## src/rtl/key_event_pkg.sv

```systemverilog
// Shared types and default timing constants for the key event decoder.
package key_event_pkg;

    typedef enum logic [1:0] {
        IDLE,
        PRESSED,
        LONG
    } key_state_t;

    // Defaults assume the 50 MHz system clock: 0.5 s long-press, 0.1 s repeat.
    localparam int unsigned DEFAULT_LONG_CYCLES   = 25_000_000;
    localparam int unsigned DEFAULT_REPEAT_CYCLES = 5_000_000;
    localparam int unsigned DEFAULT_CNT_W         = 25;

endpackage

```

## src/rtl/key_event_fsm.sv

```systemverilog
// Single-key event generator: edge register, hold counter and IDLE/PRESSED/LONG FSM.
module key_event_fsm
    import key_event_pkg::*;
#(
    parameter int unsigned LONG_CYCLES   = DEFAULT_LONG_CYCLES,
    parameter int unsigned REPEAT_CYCLES = DEFAULT_REPEAT_CYCLES,
    parameter int unsigned CNT_W         = DEFAULT_CNT_W
) (
    input  logic clk_50MHz,
    input  logic reset,
    input  logic key_in,
    output logic press_pulse,
    output logic release_pulse,
    output logic long_pulse,
    output logic repeat_pulse,
    output logic key_held
);

    localparam logic [CNT_W-1:0] LONG_LAST   = CNT_W'(LONG_CYCLES - 1);
    localparam logic [CNT_W-1:0] REPEAT_LAST = CNT_W'(REPEAT_CYCLES - 1);

    key_state_t       state;
    logic [CNT_W-1:0] cnt;
    logic             key_q;
    logic             rise;
    logic             fall;

    assign rise = key_in & ~key_q;
    assign fall = ~key_in & key_q;

    always_ff @(posedge clk_50MHz) begin
        if (reset) begin
            state         <= IDLE;
            cnt           <= '0;
            key_q         <= 1'b0;
            press_pulse   <= 1'b0;
            release_pulse <= 1'b0;
            long_pulse    <= 1'b0;
            repeat_pulse  <= 1'b0;
            key_held      <= 1'b0;
        end else begin
            key_q         <= key_in;
            press_pulse   <= 1'b0;
            release_pulse <= 1'b0;
            long_pulse    <= 1'b0;
            repeat_pulse  <= 1'b0;
            unique case (state)
                IDLE: begin
                    cnt <= '0;
                    if (rise) begin
                        state       <= PRESSED;
                        press_pulse <= 1'b1;
                        key_held    <= 1'b1;
                    end
                end
                PRESSED: begin
                    // A fall on the threshold cycle is reported as a release only.
                    if (fall) begin
                        state         <= IDLE;
                        cnt           <= '0;
                        release_pulse <= 1'b1;
                        key_held      <= 1'b0;
                    end else if (cnt == LONG_LAST) begin
                        state      <= LONG;
                        cnt        <= '0;
                        long_pulse <= 1'b1;
                    end else begin
                        cnt <= cnt + CNT_W'(1);
                    end
                end
                LONG: begin
                    if (fall) begin
                        state         <= IDLE;
                        cnt           <= '0;
                        release_pulse <= 1'b1;
                        key_held      <= 1'b0;
                    end else if (cnt == REPEAT_LAST) begin
                        cnt          <= '0;
                        repeat_pulse <= 1'b1;
                    end else begin
                        cnt <= cnt + CNT_W'(1);
                    end
                end
                default: begin
                    state <= IDLE;
                    cnt   <= '0;
                end
            endcase
        end
    end

endmodule

```

## src/rtl/key_event_decoder.sv

```systemverilog
// Turns debounced key levels into press/release/long/repeat pulses and a held level, one FSM per key.
module key_event_decoder
    import key_event_pkg::*;
#(
    parameter int unsigned N_KEYS        = 4,
    parameter int unsigned LONG_CYCLES   = DEFAULT_LONG_CYCLES,
    parameter int unsigned REPEAT_CYCLES = DEFAULT_REPEAT_CYCLES,
    parameter int unsigned CNT_W         = DEFAULT_CNT_W
) (
    input  logic              clk_50MHz,
    input  logic              reset,
    input  logic [N_KEYS-1:0] key_in,
    output logic [N_KEYS-1:0] press_pulse,
    output logic [N_KEYS-1:0] release_pulse,
    output logic [N_KEYS-1:0] long_pulse,
    output logic [N_KEYS-1:0] repeat_pulse,
    output logic [N_KEYS-1:0] key_held
);

    for (genvar i = 0; i < N_KEYS; i++) begin : g_key
        key_event_fsm #(
            .LONG_CYCLES  (LONG_CYCLES),
            .REPEAT_CYCLES(REPEAT_CYCLES),
            .CNT_W        (CNT_W)
        ) u_fsm (
            .clk_50MHz    (clk_50MHz),
            .reset        (reset),
            .key_in       (key_in[i]),
            .press_pulse  (press_pulse[i]),
            .release_pulse(release_pulse[i]),
            .long_pulse   (long_pulse[i]),
            .repeat_pulse (repeat_pulse[i]),
            .key_held     (key_held[i])
        );
    end

endmodule

```

## config.mk

```make
export PLATFORM = sky130hd
export DESIGN_NAME = key_event_decoder
export DESIGN_NICKNAME = d
export VERILOG_FILES = /design/src/rtl/key_event_pkg.sv /design/src/rtl/key_event_fsm.sv /design/src/rtl/key_event_decoder.sv
export SDC_FILE = /design/constraint.sdc
export NUM_CORES = 1
export LEC_CHECK = 0
export ABC_AREA = 1
export CORE_MARGIN = 5
export CORE_UTILIZATION = 55
export DETAILED_ROUTE_END_ITERATION = 12
export DONT_BUFFER_PORTS = 1
export PLACE_DENSITY = 0.79
export SETUP_SLACK_MARGIN = 0.02
export SYNTH_ARGS = -nofsm -noshare
export SYNTH_HDL_FRONTEND = slang
export SYNTH_SLANG_ARGS = --single-unit
```

## constraint.sdc

```tcl
create_clock -name clk_50MHz -period 1.55 [get_ports clk_50MHz]
set_input_delay 0.3875 -clock clk_50MHz [delete_from_list [all_inputs] [get_ports clk_50MHz]]
set_output_delay 0.3875 -clock clk_50MHz [all_outputs]
set_load 0.01 [all_outputs]
```

=== Word level (Yosys, flattened, before mapping) ===
Cells that the tools add are included.

* Flip-flop bits (word level): 132
* Bits in latches: 0
* Bits in writable memories: 0
* ROM bits: 0
* Input bits: 6
* Output and inout bits: 20
* Logic and storage cells: 204
* Memories kept: 0

* Add/sub/neg operators: 4
* $mul: 0
* Divide/modulo/power cells: 0
* $lt $le $gt $ge: 0
* Equality and inequality tests: 32
* Shifts and indexed selects: 0
* Mux-type cells: 68
* Bitwise operators: 32
* Reductions and logical operators: 36

{| class="wikitable"
|+ Operators by type and width
! cell !! number
|-
| two-way mux 25 bit || 16
|-
| case mux 25 bit (2 select lines) || 4
|-
| adder 25 x 1 -> 25 bit (second input constant) || 4
|-
| == test 25 x 23 -> 1 bit (second input constant) || 4
|-
| == test 25 bit (second input constant) || 4
|-
| two-way mux 2 bit || 16
|-
| two-way mux 1 bit || 24
|-
| != test 2 x 1 -> 1 bit (second input constant) || 12
|-
| NOT 1 bit || 24
|-
| case mux 2 bit (3 select lines) || 4
|-
| AND reduction 3 bit || 8
|-
| OR reduction 2 bit || 12
|-
| OR reduction 3 bit || 8
|-
| != test 3 x 1 -> 1 bit (second input constant) || 4
|-
| bitwise AND 1 bit || 8
|-
| == test 2 x 1 -> 1 bit (second input constant) || 4
|-
| == test 2 bit (second input constant) || 4
|-
| zero test 2 bit || 4
|-
| case mux 1 bit (2 select lines) || 4
|-
| nonzero test 2 bit || 4
|}

=== Depth between registers and ports, before layout ===
* Word-level depth: 4
* Depth in mapped cells: 11
* Gate-level depth less buffers: 10

=== Cells and area by module ===
From an unflattened synthesis, not the netlist that was laid out.

* Cells, all modules: 1024
* Area, all modules: 7208.2 um^2

{| class="wikitable"
|+ By module, submodules not included
! module !! instances !! cells an instance !! area an instance (um^2) !! seq. area each (um^2)
|-
| key_event_fsm (g_key[0].u_fsm ...) || 3 || 261 || 1783.0 || 660.6
|-
| key_event_fsm (g_key[3].u_fsm) || 1 || 241 || 1859.3 || 660.6
|}

=== Worst setup path before layout ===
No wires, ideal clock.

* Path type: reg2reg
* Start: register g_key[1].u_fsm.cnt[0]
* End: register g_key[1].u_fsm.cnt[12]
* Library setup time: 121 ps
* Arrival time: 1446 ps
* Data required time: 1429 ps
* Slack: -16 ps
* Stages on the path, launching flop included: 10
* Buffers on the path: 1
* Period minus slack after synthesis: 1566 ps
* Cell sequence: dfxtp_1 > ha_1 > nand3_1 > nor2_1 > nand3_1 > nand2_1 > nand2_1 > nand2_2 > buf_4 > nor2_1

* Cells in the longest elaborated chain, start to end: 4
* Elaborated cells between the ends (all ways): 8
* Those cells by class: add/sub: 1; eq/ne: 2; mux: 5

{| class="wikitable"
|+ Ends and longest elaborated chain
! what !! line !! source
|-
| start: declaration || key_event_fsm.sv:23 || <nowiki>logic [CNT_W-1:0] cnt;</nowiki>
|-
| start signal: assignment || key_event_fsm.sv:68 || <nowiki>cnt <= cnt + CNT_W'(1);</nowiki>
|-
| start signal: assignment || key_event_fsm.sv:81 || <nowiki>cnt <= cnt + CNT_W'(1);</nowiki>
|-
| adder 25 x 1 -> 25 bit (tied with other cells) || key_event_fsm.sv:68, key_event_fsm.sv:81 ||
|-
| two-way mux 25 bit, on equally long branches || key_event_fsm.sv:77, key_event_fsm.sv:63 ||
|-
| two-way mux 25 bit, on equally long branches || key_event_fsm.sv:72, key_event_fsm.sv:58 ||
|-
| case mux 25 bit (2 select lines) (*) || key_event_fsm.sv:47 || <nowiki>unique case (state)</nowiki>
|}

Mark *: on every way between the ends. The rest lies on a longest branch, timed or not.
A chain may end at the register's enable or synchronous reset.

=== Final worst setup path ===
* Start: register g_key[0].u_fsm.cnt[1]
* End: register g_key[0].u_fsm.cnt[7]

* Cells in the longest elaborated chain, start to end: 4
* Elaborated cells between the ends (all ways): 8
* Those cells by class: add/sub: 1; eq/ne: 2; mux: 5

{| class="wikitable"
|+ Ends and longest elaborated chain
! what !! line
|-
| start: declaration || key_event_fsm.sv:23
|-
| start signal: assignment || key_event_fsm.sv:68
|-
| start signal: assignment || key_event_fsm.sv:81
|-
| adder 25 x 1 -> 25 bit (tied with other cells) || key_event_fsm.sv:68, key_event_fsm.sv:81
|-
| two-way mux 25 bit, on equally long branches || key_event_fsm.sv:77, key_event_fsm.sv:63
|-
| two-way mux 25 bit, on equally long branches || key_event_fsm.sv:72, key_event_fsm.sv:58
|-
| case mux 25 bit (2 select lines) (*) || key_event_fsm.sv:47
|}

Marks and branches as above.

==> results by group <==
Cells and area
  • Fin nets: 1134
  • Antenna diode count: 0
  • Layout area overhead: 32.53%
  • Design Area, Final: 9328 um2
  • Layout cells sized above 1: 0.2933

Floorplan
  • Die Area: 15160 um2
  • I/O Pins: 26
  • Initial Util: 0.5600
  • Die height: 123.1 um
  • Core area: 12570 um2
  • Row count: 41
  • Chip width: 123.1 um

Placement
  • PortBufs: 0
  • Placed cell area: 7659 um2
  • GPL Wtd Cong: 0.9818
  • Detailed Place HPWL: 10890 um

Timing
  • Max-slew violations: 0
  • Rel. slew slack: 0.7283
  • Final setup fails: 42
  • RSZ-0062 raised after global routing: true
  • Layout Skew: 0.009826 ns
  • Fin crit share: 1.028
  • Setup WS post-layout: -0.04396 ns
  • Endpoints failing hold: 0
  • F_max: 627.4 MHz
  • Min Tclk post-route: 1.594 ns
  • Slew @ Worst Pin: 0.4044 ns
  • WHS: 0.03061 ns

Logic synthesis
  • Async SR Flop Fraction: 0
  • XOR/XNOR Fraction of Synth Area: 0.09333
  • Synth warn: 0
  • Largest family of logic cells by synthesized area: simple AND/OR/NAND/NOR gates
  • Post-synthesis compound-gate area fraction: 0.02916
  • Syn_nets: 1039
  • Mean post-synth cell area: 6.920 um2
  • Fraction of the yosys area taken by sequential cells: 0.3755
  • Mapped Area: 7038 um2
  • Top_reg_cell synth: dfxtp_1
  • Synthesized flop and latch total: 132
  • Synth Area in Adders: 0.02844
  • Post-synthesis instance total: 1017
  • Post-synthesis simple-gate area fraction: 0.3748
  • Post-synth EDFFs: 0
  • Multiplexer share of the synthesized area: 0
  • Cell variety after synth: 34

Worst hold path
  • Hold crit path type: in -> reg

Global routing
  • Vias in the first global route: 6071
  • Largest net degree at the start of global routing: 25
  • GRT Total Usage: 0.2158
  • Antenna violations before repair: 0
  • Grt total ovfl: 0
  • First-pass GRT wire length: 26370 um

Clock tree
  • Worst-skew pair later-pin latency: 0.42 ns
  • Reg clk slew, reported paths: 0.06 ns
  • Root buf cell: clkbuf_16
  • Inserted Clock Buffers: 17
  • TritonCTS clock tree: yes
  • TritonCTS sink count: 132
  • Maximum clock path buffer count: 2
  • CTS H-tree depth: 4

Worst setup path
  • WP buf/inv: 1
  • Crit-path cells: ha_4 -> nand2_4 -> nor2_4 -> nand2_2 -> nor2_4 -> nand4_1 -> nand2_1 -> nand2_2 -> nand2_4 -> clkbuf_16 -> nor2_1
  • Critical Path Fanout Max: 5
  • Setup crit start kind: register
  • Top delay family on crit path: simple AND/OR/NAND/NOR gates
  • CP endpoint kind: register
  • Critical Path RT: 1.87 ns
  • Critical path class: reg -> reg
  • CP arrival: 1.91 ns
  • Critical-path top delay cell: dfxtp_2
  • CP peak stage delay: 0.35 ns

Outcome
  • Failing checks: setup timing
  • Status: finished, violations left

Drt
  • DRC violation count after routing: 0
  • Vias: 6683
  • Final WL: 18070 um
  • Initial DRC count: 524
  • Routed WL per cell: 13.93 um
  • Via/cell ratio: 5.153
  • Total iterations of the first detailed-routing run: 6
  • Antenna Violating Nets Remaining: 0

Power and ir drop
  • Pwr Density: 1174 nW/um2
  • Clock power frac: 0.405
  • NetSw: 3.359 mW
  • Sequential group share of total power: 0.345
  • Logic pwr share: 0.250
  • Peak supply drop: 0.8286 mV
  • Sw Share: 0.3068
  • Pint: 7.590 mW
  • Pleak: 3.455 nW

Run
  • Max cap viols: 0
-- worst register-to-register path, delay by kind of cell (launching register included) --
family | cells | cell delay (ns)
flip-flops | 1 | 0.35
adder cells (fa/ha/maj) | 1 | 0.15
buffers and inverters | 1 | 0.15
AND/OR/NAND/NOR | 9 | 0.85
-- cell usage after synthesis, types with 4 or more instances --
| cell | number | area (um2) |
|---|---|---|
| a21oi_1 | 13 | 65.06 |
| buf_4 | 26 | 195.2 |
| dfxtp_1 | 132 | 2643 |
| ha_1 | 16 | 200.2 |
| inv_1 | 120 | 450.4 |
| nand2_1 | 208 | 780.8 |
| nand2_2 | 8 | 50.05 |
| nand3_1 | 62 | 310.3 |
| nand4_1 | 17 | 106.4 |
| nor2_1 | 241 | 904.6 |
| nor2_2 | 6 | 37.54 |
| nor2_4 | 12 | 135.1 |
| nor3_1 | 33 | 165.2 |
| nor4_1 | 4 | 25.02 |
| o21ai_0 | 15 | 75.07 |
| xnor2_1 | 27 | 236.5 |
| xor2_1 | 48 | 420.4 |
-- final cells by class --
class                   instances  area (um2)
clock buffers                  20       446.7
clock inverters                12       202.7
fillers                       889        3241
inverters                     122       457.9
multi-input cells             734        4337
flip-flops and latches        132        2699
well taps                     172       215.2
repair buffers                105       969.7
-- metrics by stage --
step | setup slack, ns | total power, mW | cells | utilization | setup TNS [ns]
6_report | -0.04396 | 10.95 | 1297 | 0.7422 | -1.188
5_1_grt | -0.1428 | 11.46 | 1297 | 0.7422 | -6.487
4_1_cts | -0.03455 | 10.44 | 1275 | 0.6767 | -0.8130
3_5_place_dp | -0.08481 | 5.817 | 1234 | 0.6094 | -2.844
3_3_place_gp | -0.03648 | 5.769 | 1234 | 0.6094 | -0.5192
2_1_floorplan | 0.01350 | 5.336 | 1017 | - | 0
-- state kept, by name, indices dropped and copies added (netlist names) --
| name | count |
|---|---|
| g_key.u_fsm.repeat_pulse | 4 |
| g_key.u_fsm.key_q | 4 |
| g_key.u_fsm.state | 8 |
| g_key.u_fsm.cnt | 100 |
| g_key.u_fsm.key_held | 4 |
| g_key.u_fsm.release_pulse | 4 |
| g_key.u_fsm.press_pulse | 4 |
| g_key.u_fsm.long_pulse | 4 |
-- layer usage --
layer / share of wire / wire [um] / up-vias / GRT usage
met4: 0.021 / 375 / 0 / 0.08097
met2: 0.53 / 9513 / 175 / 0.3778
met1: 0.41 / 7380 / 3123 / 0.2550
met5: 0 / 0 / - / 0
met3: 0.044 / 804 / 42 / 0.05261
li1: - / - / 3343 / -
-- power by group through the flow --
stage                     sequential [mW]  combinational (mW)  clock [mW]
after floorplan                      3.77                1.57           0
after global placement               3.83                1.94           0
after detailed placement             3.85                1.97           0
after CTS                            3.78                2.20        4.46
after global routing                 3.80                3.01        4.65
final                                3.78                2.74        4.43
-- cell usage in the layout, fill, tap and decap left out, types with 3 or more instances in the layout --
| master | synthesis | routed |
|---|---|---|
| clkbuf_16 | 0 | 21 |
| o21ai_0 | 15 | 12 |
| nor2_2 | 6 | 51 |
| nor3_1 | 33 | 22 |
| nand2_4 | 2 | 10 |
| o21ai_1 | 1 | 4 |
| xnor2_1 | 27 | 27 |
| nor2_1 | 241 | 176 |
| nand2_8 | 1 | 5 |
| ha_4 | 0 | 4 |
| dfxtp_1 | 132 | 93 |
| buf_12 | 1 | 4 |
| buf_6 | 1 | 11 |
| nand4_1 | 17 | 17 |
| clkinvlp_4 | 0 | 4 |
| dfxtp_2 | 0 | 36 |
| ha_1 | 16 | 12 |
| nor2_4 | 12 | 32 |
| a211oi_1 | 3 | 3 |
| inv_1 | 120 | 116 |
| xor2_1 | 48 | 47 |
| nor3_2 | 2 | 11 |
| nor4_1 | 4 | 4 |
| nand3_4 | 0 | 4 |
| nand2_1 | 208 | 187 |
| bufinv_16 | 0 | 5 |
| dfxtp_4 | 0 | 3 |
| nand2_2 | 8 | 19 |
| buf_4 | 26 | 85 |
| a21oi_1 | 13 | 12 |
| nand3_1 | 62 | 54 |
| inv_2 | 2 | 6 |
| nand3_2 | 2 | 6 |
-- what timing repair did --
item,in CTS,in global routing
cloned,3,6
hold buffers,0,0
endpoints found under the setup margin,99,108
setup buffers,6,17
pin swaps,8,53
resized for setup,26,180
-- kinds of logic (layout without fill, tap and decap cells) --
family / Yosys count / count (layout)
adder cells (fa/ha/maj): 16 / 16
buffers and inverters: 153 / 259
AND/OR/NAND/NOR: 604 / 606
XOR/XNOR: 75 / 75
flip-flops: 132 / 132
AO/OA/AOI/OAI: 37 / 37
-- worst paths after layout --
path,start,depth (start not counted),slack [ns],to
worst max-delay path,g_key[0].u_fsm.cnt[1]$_SDFF_PP0_,11,-0.04,g_key[0].u_fsm.cnt[7]$_SDFF_PP0_
worst min-delay path,reset,1,0.03,g_key[1].u_fsm.repeat_pulse$_SDFF_PP0_
worst max register to register,g_key[0].u_fsm.cnt[1]$_SDFF_PP0_,11,-0.04,g_key[0].u_fsm.cnt[7]$_SDFF_PP0_
worst min register to register,g_key[1].u_fsm.state[1]$_SDFFE_PP0P_,2,0.52,g_key[1].u_fsm.state[1]$_SDFFE_PP0P_
Note: power is estimated with default switching activity, not from simulation.
